--- src/rtl/adder_result_sink.sv ---
// adder_result_sink: buffers signed adder results in a small circular FIFO,
// sums every BLOCK of them and offers each block total on a valid/ready port.
// Optional feature macro: RESULT_SINK_SAT_EN
//   defined   -> saturating accumulation with sticky out_ovf per block
//   undefined -> accumulator wraps modulo 2^ACC_W, out_ovf tied low
//
// state   | meaning
// --------+-----------------------------------------------------------
// S_IDLE  | single settling cycle after reset, input port not ready
// S_ACCUM | pop one FIFO word per cycle into the block accumulator
// S_SEND  | block total presented, waiting for out_ready; no pops
module adder_result_sink #(
  parameter int WIDTH = 8,
  parameter int DEPTH = 4,
  parameter int BLOCK = 4,
  parameter int ACC_W = 10
) (
  input  logic                       clk,
  input  logic                       rst,
  input  logic [WIDTH-1:0]           in_data,
  input  logic                       in_valid,
  output logic                       in_ready,
  output logic [ACC_W-1:0]           out_sum,
  output logic                       out_ovf,
  output logic                       out_valid,
  input  logic                       out_ready,
  output logic [$clog2(DEPTH+1)-1:0] fill_level
);

  localparam int PTR_W  = $clog2(DEPTH);
  localparam int FILL_W = $clog2(DEPTH+1);
  localparam int CNT_W  = $clog2(BLOCK+1);
  localparam logic [FILL_W-1:0] DEPTH_C = FILL_W'(DEPTH);
  localparam logic [CNT_W-1:0]  BLOCK_C = CNT_W'(BLOCK);

  typedef enum logic [1:0] {S_IDLE, S_ACCUM, S_SEND} state_t;

  state_t               state_q, state_d;
  logic [WIDTH-1:0]     mem_q [DEPTH];
  logic [WIDTH-1:0]     mem_d [DEPTH];
  logic [PTR_W-1:0]     wr_ptr_q, wr_ptr_d;
  logic [PTR_W-1:0]     rd_ptr_q, rd_ptr_d;
  logic [FILL_W-1:0]    fill_q, fill_d;
  logic [ACC_W-1:0]     acc_q, acc_d;
  logic [CNT_W-1:0]     blk_cnt_q, blk_cnt_d;
  logic [ACC_W-1:0]     out_sum_q, out_sum_d;
  logic                 out_valid_q, out_valid_d;
  logic                 push, pop;
  logic [ACC_W-1:0]     acc_next;
  logic                 clamp;

  assign in_ready   = (state_q != S_IDLE) && (fill_q != DEPTH_C);
  assign push       = in_valid && in_ready;
  assign pop        = (state_q == S_ACCUM) && (fill_q != '0);
  assign fill_level = fill_q;
  assign out_sum    = out_sum_q;
  assign out_valid  = out_valid_q;

`ifdef RESULT_SINK_SAT_EN
  logic               ovf_q, ovf_d;
  logic signed [ACC_W:0] head_ext, acc_ext, sum_full;
  logic               pos_ovf, neg_ovf;

  // Add one bit wider than the accumulator, then clamp to the signed range.
  always_comb begin
    head_ext = (ACC_W+1)'($signed(mem_q[rd_ptr_q]));
    acc_ext  = (ACC_W+1)'($signed(acc_q));
    sum_full = acc_ext + head_ext;
    pos_ovf  = ~sum_full[ACC_W] &  sum_full[ACC_W-1];
    neg_ovf  =  sum_full[ACC_W] & ~sum_full[ACC_W-1];
    clamp    = pos_ovf | neg_ovf;
    if (pos_ovf)      acc_next = {1'b0, {(ACC_W-1){1'b1}}};
    else if (neg_ovf) acc_next = {1'b1, {(ACC_W-1){1'b0}}};
    else              acc_next = sum_full[ACC_W-1:0];
  end

  assign out_ovf = ovf_q;
`else
  logic [ACC_W-1:0] head_w;

  // Plain modulo-2^ACC_W accumulation.
  always_comb begin
    head_w   = ACC_W'($signed(mem_q[rd_ptr_q]));
    acc_next = acc_q + head_w;
    clamp    = 1'b0;
  end

  assign out_ovf = 1'b0;
`endif

  // FIFO storage and pointers; full blocks pushes even when a pop coincides.
  always_comb begin
    mem_d    = mem_q;
    wr_ptr_d = wr_ptr_q;
    rd_ptr_d = rd_ptr_q;
    fill_d   = fill_q;
    if (push) begin
      mem_d[wr_ptr_q] = in_data;
      wr_ptr_d        = wr_ptr_q + PTR_W'(1);
    end
    if (pop) rd_ptr_d = rd_ptr_q + PTR_W'(1);
    case ({push, pop})
      2'b10:   fill_d = fill_q + FILL_W'(1);
      2'b01:   fill_d = fill_q - FILL_W'(1);
      default: fill_d = fill_q;
    endcase
  end

  // Block accumulation FSM: next state, accumulator and output register.
  always_comb begin
    state_d     = state_q;
    acc_d       = acc_q;
    blk_cnt_d   = blk_cnt_q;
    out_sum_d   = out_sum_q;
    out_valid_d = out_valid_q;
`ifdef RESULT_SINK_SAT_EN
    ovf_d       = ovf_q;
`endif
    case (state_q)
      S_IDLE: state_d = S_ACCUM;
      S_ACCUM: begin
        if (pop) begin
          acc_d     = acc_next;
          blk_cnt_d = blk_cnt_q + CNT_W'(1);
`ifdef RESULT_SINK_SAT_EN
          ovf_d     = ovf_q | clamp;
`endif
          if (blk_cnt_q + CNT_W'(1) == BLOCK_C) begin
            state_d     = S_SEND;
            out_valid_d = 1'b1;
            out_sum_d   = acc_next;
          end
        end
      end
      S_SEND: begin
        if (out_valid_q && out_ready) begin
          out_valid_d = 1'b0;
          acc_d       = '0;
          blk_cnt_d   = '0;
`ifdef RESULT_SINK_SAT_EN
          ovf_d       = 1'b0;
`endif
          state_d     = S_ACCUM;
        end
      end
      default: state_d = S_IDLE;
    endcase
  end

  // Control and datapath registers with synchronous reset.
  always_ff @(posedge clk) begin
    if (rst) begin
      state_q     <= S_IDLE;
      wr_ptr_q    <= '0;
      rd_ptr_q    <= '0;
      fill_q      <= '0;
      acc_q       <= '0;
      blk_cnt_q   <= '0;
      out_sum_q   <= '0;
      out_valid_q <= 1'b0;
`ifdef RESULT_SINK_SAT_EN
      ovf_q       <= 1'b0;
`endif
    end else begin
      state_q     <= state_d;
      wr_ptr_q    <= wr_ptr_d;
      rd_ptr_q    <= rd_ptr_d;
      fill_q      <= fill_d;
      acc_q       <= acc_d;
      blk_cnt_q   <= blk_cnt_d;
      out_sum_q   <= out_sum_d;
      out_valid_q <= out_valid_d;
`ifdef RESULT_SINK_SAT_EN
      ovf_q       <= ovf_d;
`endif
    end
  end

  // FIFO contents need no reset; occupancy gates every read.
  always_ff @(posedge clk) begin
    mem_q <= mem_d;
  end

endmodule
--- config.mk ---
export PLATFORM = sky130hd
export DESIGN_NAME = adder_result_sink
export DESIGN_NICKNAME = d
export VERILOG_FILES = /design/src/rtl/adder_result_sink.sv
export SDC_FILE = /design/constraint.sdc
export NUM_CORES = 1
export LEC_CHECK = 0
export BUFFER_PORTS_ARGS = -buffer_cell sky130_fd_sc_hd__buf_2
export CAP_MARGIN = 20
export CORE_MARGIN = 4
export CORE_UTILIZATION = 40
export CTS_CLUSTER_SIZE = 24
export DETAILED_ROUTE_END_ITERATION = 10
export RECOVER_POWER = 50
export SYNTH_ARGS = -nofsm -noshare
export SYNTH_HDL_FRONTEND = slang
export SYNTH_SLANG_ARGS = --single-unit
--- constraint.sdc ---
create_clock -name clk -period 2.7 [get_ports clk]
set_input_delay 0.27 -clock clk [delete_from_list [all_inputs] [get_ports clk]]
set_output_delay 0.27 -clock clk [all_outputs]
set_load 0.005 [all_outputs]
==> results.toml, run 1 <==
[run_status]
outcome = "finished clean"

[grt]
use_met1 = 0.181
overflow = 0
grt_use_met3 = 0.0442
grt_pass1_wl_mm = 9.47
grt_busiest_layer = "met2"
grt_max_degree = 39
grt_pass1_vias = 1952
track_usage = 0.139
use_met2 = 0.213
antenna_found_initial = 0

[setup_path]
critical_path_class = "flip-flop to flip-flop"
worst_ep_required_time_ns = 2.96
critPathLaunchType = "flip-flop"
end_kind = "flip-flop"
arrival_ns = 2.92
cp_max_fo = 5

[pwr]
p_comb_frac = 0.359
power_mw = 3.24
internal_power_mw = 2.13
power.density_nw_per_um2 = 909
p_sw_frac = 0.343
p_leak_nw = 1.35
seq_power_share = 0.379
switchingPower_mw = 1.11
clkPwrFrac = 0.262
ir_worst_vdd_v = 0.000524

[worst_hold_path]
hold_path_class = "input pin to flip-flop"

[logic_synthesis]
syn_nets = 289
synth-edff-count = 32
synthDistinctLibCells = 44
ys_warn_count = 0
synth_area_um2 = 3040
synth_ff_type = "dfxtp_1"
syn_avg_cell_area_um2 = 11.7
seq_area_frac_synth = 0.534
synth-async-reset-ratio = 0
postSynthCellCount = 259
synth-seq-cells = 65

[cells_and_area]
mostFrequentLayoutCells = "dfxtp_1, edfxtp_1, nand2_1"
areaGrowthSynthToFinish_pct = 17.5
finish.utilization = 0.487
drive_above_1_share = 0.197
num_antenna_cells = 0
fin_nets = 329
fin_cells = 403

[sta]
fin_crit_ns = 2.65
finalCritPeriodShare = 0.983
rsz0062_at_grt = "true"
max_clock_freq_mhz = 377
setup-violations-final = 0
max-slew-margin-rel = 0.530
hold_ws_ns = 0.177
final.setup_skew_ns = 0.0110
hold_violations = 0
slew_viol_final = 0
tightest_slew_ns = 0.705

[placed_design]
dp.cells = 387
hpwl_mm = 3.99
port-buffer-count = 26
place.gp.congestion = 0.734

[clock_tree]
cts_sinks = 65
path_clk_slew_ns = 0.08
clk_latency_ns = 0.35
clockBufferDepth = 2
numCtsBuffers = 9
cts.htree.levels = 3
root_buffer = "clkbuf_8"
cts_hold_buf = 0
cts_tree = "yes"

[drt]
drc = 0
wirelength_mm = 5.87
vias = 2069
drtAntennaViolNets = 0
dr.pass1.iters = 4
route.detailed.wl_per_inst_um = 14.6
drt_iter0_markers = 92
vias_per_cell = 5.13

[job]
drv_cap = 0

[floorplan]
die_area_um2 = 9050
rows = 31
dieHeight_um = 95.1
fp.coreArea_um2 = 7330
initial_core_util = 0.414
die_w_um = 95.1
ios = 28
-- final timing paths --
kind | from | endpoint | slack [ns] | cells past startpoint
worst max-delay path | rd_ptr_q[0] | out_sum[8] | 0.05 | 8
worst min-delay path | in_data[7] | mem_q[15] | 0.18 | 1
worst max register to register | rd_ptr_q[0] | out_sum[8] | 0.05 | 8
worst min register to register | out_sum[4] | out_sum[4] | 0.45 | 2
-- timing repair --
action	CTS	global route
resized for setup	2	8
setup endpoints to repair	4	6
buffers inserted	0	0
pin swaps	1	6
-- power groups by stage --
stage,Clock (mW),Sequential [mW],Combinational (mW)
after floorplan,0,1.22,0.820
after global placement,0,1.24,1.07
after detailed placement,0,1.24,1.09
after CTS,0.865,1.22,1.10
after global routing,0.906,1.24,1.29
final,0.850,1.23,1.16
-- state kept, by name, summed over array words and instances (netlist names) --
register / flops
acc_q: 10
blk_cnt_q: 3
fill_level: 3
mem_q: 32
out_sum: 10
out_valid: 1
rd_ptr_q: 2
state_q: 2
wr_ptr_q: 2
-- synthesized netlist by cell type, types with 5 or more instances --
master	instances	share of area
inv_1	6	0.0074
xnor2_1	5	0.014
nand2_1	28	0.035
edfxtp_1	32	0.32
mux4_1	7	0.061
a21oi_1	24	0.040
a21o_1	5	0.012
dfxtp_1	33	0.22
nor2_1	19	0.023
nand3_1	14	0.023
xor2_1	6	0.017
ha_1	16	0.066
-- routing by layer --
layer / routed length (um) / share of wire / up-vias
met1: 2810 / 0.48 / 988
met3: 231 / 0.039 / 14
met4: 125 / 0.021 / 0
met2: 2710 / 0.46 / 41
li1: - / - / 1026
met5: 0 / 0 / -
-- worst max-delay path, stage by stage, from the launching register on --
cell and delay (ns):
dfxtp_4 0.38, mux4_2 0.53, ha_4 0.18, fa_2 0.37, a211oi_2 0.26, nor2_1 0.08
a221o_1 0.34, a21o_1 0.21, o311ai_1 0.22
-- kinds of logic after synthesis --
| kind of cell | count (synthesis) | synth area share |
|---|---|---|
| fa+ha+maj | 18 | 0.0791 |
| other cells | 1 | 0.00123 |
| compound gates | 49 | 0.104 |
| simple gates | 86 | 0.135 |
| buf+inv | 19 | 0.0358 |
| mux | 9 | 0.0713 |
| xor+xnor | 12 | 0.0396 |
| flops | 65 | 0.534 |
-- stage by stage --
stage	setup TNS, ns	area, um2	worst slack [ns]
2_1_floorplan	0	3040	0.0229
5_1_grt	-0.0976	3570	-0.0577
3_5_place_dp	-0.246	3320	-0.106
4_1_cts	0	3530	0.00539
6_report	0	3570	0.0471
3_3_place_gp	-0.106	3320	-0.0546
-- layout make-up --
type                       count  area, um2
fill                         686       3760
clock inverter                 7       80.1
timing repair buffer          41        226
sequential                    65       1630
inverter                       7       26.3
tap                           99        124
multi-input combinational    175       1360
clock buffer                   9        124
Note: power is estimated with default switching activity, not from simulation.
==> inputs of run 2 (changes only) <==
==> constraint.sdc (replaced) <==
create_clock -name clk -period 3.25 [get_ports clk]
set_input_delay 0.325 -clock clk [delete_from_list [all_inputs] [get_ports clk]]
set_output_delay 0.325 -clock clk [all_outputs]
set_load 0.005 [all_outputs]
==> run 2 against run 1 <==
Clock skew decreased by 0.0039 ns. Wire length decreased by 4.7%. Count of clock-buffer cells in the layout unchanged. Hold slack improved by 0.066 ns. Total power decreased by 20%. Cell area decreased by 3.6%. Setup slack improved by 0.27 ns. Final cell count decreased by 2.7%. Sequential power decreased by 18%. Fmax decreased by 9.6%. Via count decreased by 3.4%. Critical endpoint is now out_sum[9].
==> results.toml, run 2 (same netlist as run 1, synthesis figures left out) <==
[setup_path]
crit_slowest_cell = "mux4_1"
critPathMaxStageDelay_ns = 0.63
worstPathCellList = "buf_4 -> mux4_1 -> ha_1 -> a21o_1 -> a41o_1 -> a41oi_1 -> xor3_1 -> a211oi_2"
crit_cells = 8
worstSetupStartpoint = "rd_ptr_q[0]"
crit_buf_inv = 1
r2r_cells = 8
critPathLaunchType = "flip-flop"
cp_max_fo = 5
critical_path_class = "flip-flop to flip-flop"
cp_top_family = "compound AO/OA/AOI/OAI gates"
worst_ep_required_time_ns = 3.52
end_kind = "flip-flop"
arrival_ns = 3.20
r2r-start = "rd_ptr_q[0]"

[floorplan]
dieHeight_um = 95.1
initial_core_util = 0.414
ios = 28
die_area_um2 = 9050
fp.coreArea_um2 = 7330
die_w_um = 95.1
rows = 31

[placed_design]
place.gp.congestion = 0.751
hpwl_mm = 3.85
port-buffer-count = 26

[cells_and_area]
fin_nets = 318
largest_register_ffs = 32
areaGrowthSynthToFinish_pct = 13.2
final_common_cell = "dfxtp_1"
num_antenna_cells = 0
regMostFlops = "mem_q"
drive_above_1_share = 0.123
mostFrequentLayoutCells = "dfxtp_1, edfxtp_1, nand2_1"

[job]
drv_cap = 0

[pwr]
p_sw_frac = 0.324
internal_power_mw = 1.74
p_leak_nw = 1.31
p_comb_frac = 0.316
seq_power_share = 0.392
power_mw = 2.58
switchingPower_mw = 0.834
clkPwrFrac = 0.292
ir_worst_vdd_v = 0.000569
power.density_nw_per_um2 = 750

[clock_tree]
ctsResizeCount = 0
numCtsBuffers = 9
cts.htree.levels = 3
clk_latency_ns = 0.35
cts_tree = "yes"
root_buffer = "clkbuf_8"
path_clk_slew_ns = 0.07
cts_setup_buffers = 0
clockBufferDepth = 2
cts_sinks = 65
cts_hold_buf = 0

[sta]
max_clock_freq_mhz = 341
rsz0062_at_grt = "false"
tightest_slew_ns = 0.694
fin_tns_setup_ns = 0
fin_crit_ns = 2.93
slew_viol_final = 0
setup-violations-final = 0
hold_violations = 0
finalCritPeriodShare = 0.903
max-slew-margin-rel = 0.537
final.setup_skew_ns = 0.00715

[grt]
overflow = 0
antenna_found_initial = 0
grt_pass1_vias = 1896
grt_pass1_wl_mm = 9.46
track_usage = 0.141
grt_max_degree = 39

[drt]
dr.pass1.iters = 4
drc = 0
vias = 1998
wirelength_mm = 5.60
route.detailed.wl_per_inst_um = 14.3
vias_per_cell = 5.10
drt_iter0_markers = 96
drtAntennaViolNets = 0

[worst_hold_path]
hp-start = "in_data[7]"
hold_path_class = "input pin to flip-flop"
min_path_cells = 1

[run_status]
outcome = "finished clean"
## run 2: cell type report
class	instances	area (um2)
fill	701	3890
clock inverter	7	93.8
multi-input combinational	175	1310
sequential	65	1620
clock buffer	9	124
tap	99	124
inverter	7	26.3
timing repair buffer	30	143
## run 2: worst paths after layout
check / slack (ns) / endpoint
setup reg to reg: 0.32 / out_sum[9]
hold reg to reg: 0.45 / out_sum[1]
setup / recovery: 0.32 / out_sum[9]
hold / removal: 0.24 / mem_q[23]
## run 2: worst register-to-register path, delay by kind of cell (launching register included)
kind / cells / cell delay, ns
flip-flops: 1 / 0.37
AO/OA/AOI/OAI: 4 / 1.09
multiplexers: 1 / 0.63
XOR/XNOR: 1 / 0.30
adder cells (fa/ha/maj): 1 / 0.31
buffers and inverters: 1 / 0.16
## run 2: layer usage
| layer | share of wire | vias to the layer above | GRT usage |
|---|---|---|---|
| met2 | 0.46 | 40 | 0.208 |
| met4 | 0.017 | 0 | 0.0577 |
| met5 | 0 | - | 0 |
| met1 | 0.48 | 940 | 0.186 |
| li1 | - | 1008 | - |
| met3 | 0.043 | 10 | 0.0529 |
## run 2: power groups by stage
stage | clock network, mW | registers [mW] | logic, mW
2_1_floorplan | 0 | 1.01 | 0.674
3_3_place_gp | 0 | 1.03 | 0.809
3_5_place_dp | 0 | 1.03 | 0.823
4_1_cts | 0.780 | 1.01 | 0.825
5_1_grt | 0.818 | 1.02 | 0.928
6_report | 0.752 | 1.01 | 0.815
## run 2: metrics by stage
stage | instances | setup slack [ns] | hold WS [ns] | util | instance area (um2)
3_5_place_dp | 376 | 0.307 | 0.446 | 0.442 | 3240
2_1_floorplan | 259 | 0.455 | 0.424 | - | 3040
5_1_grt | 392 | 0.145 | 0.227 | 0.469 | 3440
3_3_place_gp | 376 | 0.387 | 0.440 | 0.442 | 3240
4_1_cts | 392 | 0.293 | 0.167 | 0.471 | 3460
6_report | 392 | 0.315 | 0.243 | 0.469 | 3440
==> inputs of run 3 (changes only) <==
--- a/config.mk
+++ b/config.mk
@@ -7,10 +7,11 @@
 export LEC_CHECK = 0
 export BUFFER_PORTS_ARGS = -buffer_cell sky130_fd_sc_hd__buf_2
 export CAP_MARGIN = 20
-export CORE_MARGIN = 4
+export CORE_MARGIN = 2
 export CORE_UTILIZATION = 40
 export CTS_CLUSTER_SIZE = 24
 export DETAILED_ROUTE_END_ITERATION = 10
+export MAX_ROUTING_LAYER = met4
 export RECOVER_POWER = 50
 export SYNTH_ARGS = -nofsm -noshare
 export SYNTH_HDL_FRONTEND = slang
==> run 3 against run 2 <==
Combinational power down 2%. Wire length down 2.9%. Via count down 1.3%. Setup slack better by 0.017 ns. Clock power up 21%. Global-route usage up 0.77 points. Sequential share of layout area down 0.49 points. Cell area up 1.1%. Fmax up 0.60%.
==> results.toml, run 3 (same netlist as run 1, synthesis figures left out) <==
[setup_path]
critPathLaunchType = "flip-flop"
critPathMaxStageDelay_ns = 0.56
worst_ep_required_time_ns = 3.52
crit_buf_inv = 1
critical_path_class = "flip-flop to flip-flop"
arrival_ns = 3.19
crit_slowest_cell = "mux4_1"
worstPathCellList = "buf_4 -> mux4_1 -> ha_1 -> a21oi_1 -> nand2_1 -> a41o_1 -> a41oi_1 -> xor3_1 -> a211oi_2"
end_kind = "flip-flop"
cp_top_family = "compound AO/OA/AOI/OAI gates"
cp_max_fo = 8

[pwr]
p_leak_nw = 1.33
power_mw = 2.72
ir_worst_vdd_v = 0.000326
power.density_nw_per_um2 = 783

[cells_and_area]
final_common_cell = "dfxtp_1"
stdcell_area_um2 = 3470
largest_register_ffs = 32
num_antenna_cells = 0
regMostFlops = "mem_q"
drive_above_1_share = 0.127
fin_nets = 316
mostFrequentLayoutCells = "dfxtp_1, edfxtp_1, nand2_1"
fillCellCount = 700
finish.utilization = 0.476
areaGrowthSynthToFinish_pct = 14.4
fin_cells = 390

[clock_tree]
cts_setup_buffers = 0
ctsResizeCount = 0
clk_latency_ns = 0.35
path_clk_slew_ns = 0.08
numCtsBuffers = 9
clockBufferDepth = 2
cts_tree = "yes"
cts_hold_buf = 0
cts_sinks = 65
cts.htree.levels = 3
root_buffer = "clkbuf_8"

[drt]
vias = 1972
drt_iter0_markers = 87
vias_per_cell = 5.06
wirelength_mm = 5.43
route.detailed.wl_per_inst_um = 13.9
drc = 0
drtAntennaViolNets = 0
dr.pass1.iters = 4

[sta]
tightest_slew_ns = 0.715
rsz0062_at_grt = "false"
max-slew-margin-rel = 0.523
fin_tns_setup_ns = 0
setup-violations-final = 0
slew_viol_final = 0
hold_violations = 0
final.setup.worst_slack_ns = 0.333
hold_ws_ns = 0.243
finalCritPeriodShare = 0.898
max_clock_freq_mhz = 343
final.setup_skew_ns = 0.00857
fin_crit_ns = 2.92

[placed_design]
postPlaceCellArea_um2 = 3220
port-buffer-count = 26
place.gp.congestion = 0.713
hpwl_mm = 3.66
pre_cts_ws_ns = 0.345
dp.cells = 374

[floorplan]
ios = 28
rows = 31
dieHeight_um = 91.1
die_w_um = 91.1
die_area_um2 = 8300
initial_core_util = 0.416
fp.coreArea_um2 = 7290

[worst_hold_path]
hold_path_class = "input pin to flip-flop"

[grt]
overflow = 0
grt_max_degree = 39
grt_pass1_wl_mm = 9.34
grt_pass1_vias = 1864
track_usage = 0.149
antenna_found_initial = 0

[run_status]
outcome = "finished clean"

[job]
drv_cap = 0
run 3: changes by cell type in the layout (fill, tap and decap cells not counted), sizes merged:
cell      before  now
bufinv         2    4
clkbuf        23   21
clkinvlp       1    0
inv            8    7
run 3: metal layers:
metal,up-vias,share of wire,track usage
li1,996,-,-
met4,0,0.017,0.0606
met5,-,0,-
met1,930,0.50,0.200
met2,38,0.44,0.211
met3,8,0.043,0.0440
run 3: final cells by class:
type                            instances  area [um2]  area share
Clock inverter                          7         143      0.0411
Sequential cell                        65        1620       0.467
Clock buffer                            9         124      0.0357
Inverter                                7        26.3     0.00756
Multi-Input combinational cell        175        1310       0.376
Tap cell                               99         124      0.0357
Timing Repair Buffer                   28         130      0.0375
run 3: report_power, final:
group,internal (mW),switching (mW),total [mW]
clock,0.588,0.324,0.912
sequential,0.947,0.0639,1.01
combinational,0.355,0.443,0.798
run 3: path summary, 6_finish.rpt:
kind / from / to / slack [ns] / cells after the start
max: rd_ptr_q[0] / out_sum[9] / 0.33 / 9
min: in_data[4] / mem_q[12] / 0.24 / 1
max reg2reg: rd_ptr_q[0] / out_sum[9] / 0.33 / 9
min reg2reg: out_sum[1] / out_sum[1] / 0.45 / 2
